<file path="src/rtl/xeng_corr_rd_sched.sv">
// Correction-vacc read scheduler: walks every antenna pair once per sweep and emits a latency-aligned valid/flag stream.
// Optional macro XENG_CORR_RD_SCHED_SYNC_CHECK_EN adds a sticky sync_err output for syncs that land off a sweep boundary.
module xeng_corr_rd_sched #(
    parameter int N_ANTS              = 32,
    parameter int SERIAL_ACC_LEN_BITS = 7,
    parameter int READ_LATENCY        = 2,
    localparam int ANT_BITS = (N_ANTS > 1) ? $clog2(N_ANTS) : 1,
    localparam int N_TAPS   = N_ANTS / 2 + 1,
    localparam int TAP_BITS = (N_TAPS > 2) ? $clog2(N_TAPS) : 1
) (
    input  logic                clk,
    input  logic                rst_n,
    input  logic                sync,
    input  logic                en,
    output logic [ANT_BITS-1:0] ant_a_sel,
    output logic [ANT_BITS-1:0] ant_b_sel,
    output logic [TAP_BITS-1:0] tap_idx,
    output logic                req_vld,
    output logic                buf_sel,
    output logic                last_triangle,
    output logic                rd_vld,
    output logic                rd_buf_sel,
    output logic                rd_last_triangle,
    output logic                sweep_done
`ifdef XENG_CORR_RD_SCHED_SYNC_CHECK_EN
    ,
    output logic                sync_err
`endif
);

    localparam int ACC_LEN = 1 << SERIAL_ACC_LEN_BITS;
    localparam logic [SERIAL_ACC_LEN_BITS:0] TAPS_LIM = (SERIAL_ACC_LEN_BITS + 1)'(N_TAPS);

    if (N_TAPS > ACC_LEN || N_ANTS < 2 || (1 << ANT_BITS) != N_ANTS || READ_LATENCY < 1) begin : g_bad_cfg
        $error("xeng_corr_rd_sched: illegal parameter combination");
    end

    typedef enum logic {ST_IDLE, ST_RUN} state_t;

    state_t                         state_reg;
    logic [SERIAL_ACC_LEN_BITS-1:0] win_ctr_reg;
    logic [ANT_BITS-1:0]            ant_ctr_reg;
    logic                           wrap_pend_reg;
    logic [2:0]                     dly_reg [READ_LATENCY];

    logic adv;
    logic sweep_wrap;
    logic req_next;

    assign adv        = (state_reg == ST_RUN) && en;
    assign sweep_wrap = adv && (&win_ctr_reg) && (&ant_ctr_reg);
    assign req_next   = adv && ({1'b0, win_ctr_reg} < TAPS_LIM);

    always_ff @(posedge clk) begin
        if (!rst_n) begin
            state_reg     <= ST_IDLE;
            win_ctr_reg   <= '0;
            ant_ctr_reg   <= '0;
            wrap_pend_reg <= 1'b0;
            ant_a_sel     <= '0;
            ant_b_sel     <= '0;
            tap_idx       <= '0;
            req_vld       <= 1'b0;
            buf_sel       <= 1'b0;
            last_triangle <= 1'b0;
            sweep_done    <= 1'b0;
        end else begin
            req_vld       <= req_next;
            last_triangle <= req_next && (&ant_ctr_reg);
            if (req_next) begin
                ant_a_sel <= ant_ctr_reg;
                ant_b_sel <= ant_ctr_reg - ANT_BITS'(win_ctr_reg);
                tap_idx   <= TAP_BITS'(win_ctr_reg);
            end
            // The buffer flips one edge after the final enabled cycle; a coincident sync cancels it.
            buf_sel       <= buf_sel ^ wrap_pend_reg;
            sweep_done    <= wrap_pend_reg;
            wrap_pend_reg <= sweep_wrap && !sync;

            if (sync) begin
                state_reg   <= ST_RUN;
                win_ctr_reg <= '0;
                ant_ctr_reg <= '0;
            end else if (adv) begin
                win_ctr_reg <= win_ctr_reg + SERIAL_ACC_LEN_BITS'(1);
                if (&win_ctr_reg) begin
                    ant_ctr_reg <= ant_ctr_reg + ANT_BITS'(1);
                end
            end
        end
    end

    // Delay line shifts every cycle, even with en low, so in-flight reads keep draining.
    always_ff @(posedge clk) begin
        if (!rst_n) begin
            for (int i = 0; i < READ_LATENCY; i++) begin
                dly_reg[i] <= '0;
            end
        end else begin
            dly_reg[0] <= {req_vld, buf_sel, last_triangle};
            for (int i = 1; i < READ_LATENCY; i++) begin
                dly_reg[i] <= dly_reg[i-1];
            end
        end
    end

    assign {rd_vld, rd_buf_sel, rd_last_triangle} = dly_reg[READ_LATENCY-1];

`ifdef XENG_CORR_RD_SCHED_SYNC_CHECK_EN
    logic sync_aligned;

    // A sync on the last cycle of a sweep starts the next sweep exactly on time, so it is aligned too.
    assign sync_aligned = ((win_ctr_reg == '0) && (ant_ctr_reg == '0)) ||
                          ((&win_ctr_reg) && (&ant_ctr_reg));

    always_ff @(posedge clk) begin
        if (!rst_n) begin
            sync_err <= 1'b0;
        end else if (sync && (state_reg == ST_RUN) && !sync_aligned) begin
            sync_err <= 1'b1;
        end
    end
`endif

endmodule
</file>
<file path="config.mk">
export PLATFORM = sky130hd
export DESIGN_NAME = xeng_corr_rd_sched
export DESIGN_NICKNAME = d
export VERILOG_FILES = /design/src/rtl/xeng_corr_rd_sched.sv
export SDC_FILE = /design/constraint.sdc
export NUM_CORES = 1
export LEC_CHECK = 0
export ABC_AREA = 1
export BUFFER_PORTS_ARGS = -buffer_cell sky130_fd_sc_hd__buf_2
export CORE_UTILIZATION = 56
export CTS_CLUSTER_DIAMETER = 80
export DETAILED_ROUTE_END_ITERATION = 8
export PLACE_DENSITY = 0.79
export SYNTH_ARGS = -nofsm -noshare
export SYNTH_HDL_FRONTEND = slang
export SYNTH_SLANG_ARGS = --single-unit
</file>
<file path="constraint.sdc">
create_clock -name clk -period 3.2 [get_ports clk]
set_input_delay 0.64 -clock clk [delete_from_list [all_inputs] [get_ports clk]]
set_output_delay 0.64 -clock clk [all_outputs]
set_load 0.03 [all_outputs]
</file>
==> impl_results.md <==
- Status: finished clean
- Largest register FFs: 7
- CORE AREA: 2781 µm²
- DIE WIDTH: 56.64 µm
- Slew Viols, Final: 0
- Hold Crit Class: reg2reg
- Most frequent CP cell: nand2_1
- GRT overflow: 0
- Cell area after layout: 1874 µm²
- GR Util All Layers: 20.61%
- Largest net degree at the start of global routing: 24
- CP max FO: 4
- Register Area: 780.7 µm²
- Crit path time final: around 1600 ps
- CTS resizes: 0
- Max Freq: between 0.6 and 0.7 GHz
- DP Area: 1805 µm²
- Worst Path Buf+Inv: 2
- CTS H-tree depth: 2
- WHS: between 400 and 500 ps
- Avg Cell Area, Syn: 7.463 µm²
- Post-CTS Setup Inserts: 0
- Ys Warns: 0
- Area taken by multi-input logic gates: 738.2 µm²
- First-pass GRT wire length: 5.064 mm
- Clock Skew: 9.594 ps
- CTS tree: built
- Routed wire length: 2.850 mm
- IO buf count: 25
- Total number of vias: 1,382
- Slowest cell delay on critical path: 400 ps
- Clock latency on the worst-skew pair: 350 ps
- Initial core utilization: 60.10%
- Vias in the first global route: 1,266
- Mapped Cells: between 200 and 250
- Nets@finish: 264
- Total negative slack: 0 ps
- Critical path launch point type: flip-flop
- Crit path cell chain: inv_1, ha_1, inv_1, fa_1, nand3_1, nand2_1, nand2_1, nand2_1, nor2_1, nor2_1
- Crit Path Category: reg2reg
- DRC: 0
- Net count after synthesis: 236
- Ports: 26
- Number of CTS-inserted buffers: 5
- DRT Pass-1 Iters: 4
- Initial antenna violation count: 0
- RSZ-0062 raised after global routing: no
- Slew Limit Headroom: 77.41%
- Clk sinks: 39
- Die footprint: about 3200 µm²
- Mapped Area: approximately 1700 µm²
- Unique masters post-synth: 22
- Leakage: 0.9200 nW
- Drt wl/cell: 10.04 µm
- Final setup viols: 0
- Placer Congestion: around 0.86
- Fillers: between 200 and 250
- Chip height: around 57 µm
- Hold-fix buffers at CTS: 0
- Cell Pwr Density: 464.6 nW/µm²
- Clk Tree Root Cell: clkbuf_4
- # diodes: 0
- Sequential share of the synthesized area: 46.71%
- Cell at the slowest stage of the critical path: fa_1
- Commonest non-fill, non-tap cell in the layout: nor2_1
- Reg clk slew, reported paths: 100 ps
- Dpl ws: 1414 ps
- Most frequent cells in the layout: 46 x nor2_1, 45 x nand2_1, 39 x dfxtp_1, 31 x inv_1, 25 x buf_2
- Tightest Pin Transition: between 300 and 400 ps
- Max-Cap Viols: 0
- Worst setup margin: approximately 1600 ps
- CP Data Required Time: 3450 ps
- Worst-case vdd ir drop: 0.4433 mV
- DR vias/cell: about 5
- Post-route antenna net violation count: 0
- Setup crit end kind: flip-flop
- Total power: between 0.8 and 0.9 mW
- Flops & latches, synth: 39
- Area Growth Syn to Fin: 12.13%
- Critical path arrival: about 1900 ps
- Critical path's top delay family: adder cells
- Hpwl dp: 2.199 mm
- Final cycle utilization of the critical path: 49.89%
- Hold Fails Final Rpt: 0
- Share of cells above drive strength 1: 15.81%
- Num rows: 19
- CTS Buffer Depth: 2
- Initial DRC count: 46
[cell type report]
class	instances	share of cell area, %
clock buffer	8	3.672
tap	31	2.069
timing repair buffer	25	6.676
multi-input combinational	149	39.39
inverter	32	6.542
sequential	39	41.66
[where the power goes]
group | switching (mW) | leakage (nW) | internal [mW]
sequential | 0.00679 | 0.317 | 0.499
combinational | 0.0597 | 0.565 | 0.0264
clock | 0.150 | 0.0386 | 0.129
total | 0.216 | 0.920 | 0.655
[cells in the mapped netlist]
cell       n  area, µm²
nand2_1   45      168.9
nand3_1   11      55.05
a21oi_1   10      50.05
nand2_2    1      6.260
inv_4      1      6.260
ha_1       7      87.58
nor3_2     1      10.01
inv_1     31      116.4
buf_6      2      22.52
buf_1      1      3.750
xor2_1     1      8.760
xnor2_1    2      17.52
fa_1       1      20.02
nor2_1    46      172.7
nand2_4    1      11.26
nor2_2     2      12.51
clkbuf_1   1      3.750
nor3_1     5      25.02
dfxtp_1   39      780.8
o21ai_0   12      60.06
o21ai_1    2      10.01
nor2_4     2      22.52
[logic make-up after synthesis]
| logic type | synth area share, % |
|---|---|
| AOI/OAI and AO/OA | 7.186 |
| xor gates and xnor gates | 1.572 |
| adders and majority gates | 6.437 |
| buffers and inverters | 9.131 |
| DFF | 46.71 |
| and+or+nand+nor | 28.97 |
[worst min-delay path, cell delays in order, from the launching register on]
cell and delay [ps]:
dfxtp_1 310, nand2_1 50, inv_1 30
[per-layer routing]
metal  part of all wire [%]  global-route usage [%]
met1                     47                   24.96
met2                     44                   32.94
met3                    5.1                   4.839
met4                    3.1                   12.54
met5                      0                       0
[stage by stage]
step | std cells | utilization [%]
2_1_floorplan | 224 | -
3_3_place_gp | 276 | 64.91
3_5_place_dp | 276 | 64.91
4_1_cts | 284 | 67.39
5_1_grt | 284 | 67.39
6_report | 284 | 67.39
[path summary, 6_finish.rpt]
path	startpoint	end	slack, ps	cells past startpoint
max reg2reg	ant_ctr_reg[0]	ant_b_sel[4]	1600	10
max	ant_ctr_reg[0]	ant_b_sel[4]	1600	10
min	dly_reg[0][1]	dly_reg[0][4]	420	2
min reg2reg	dly_reg[0][1]	dly_reg[0][4]	420	2
Note: power is estimated with default switching activity, not from simulation.
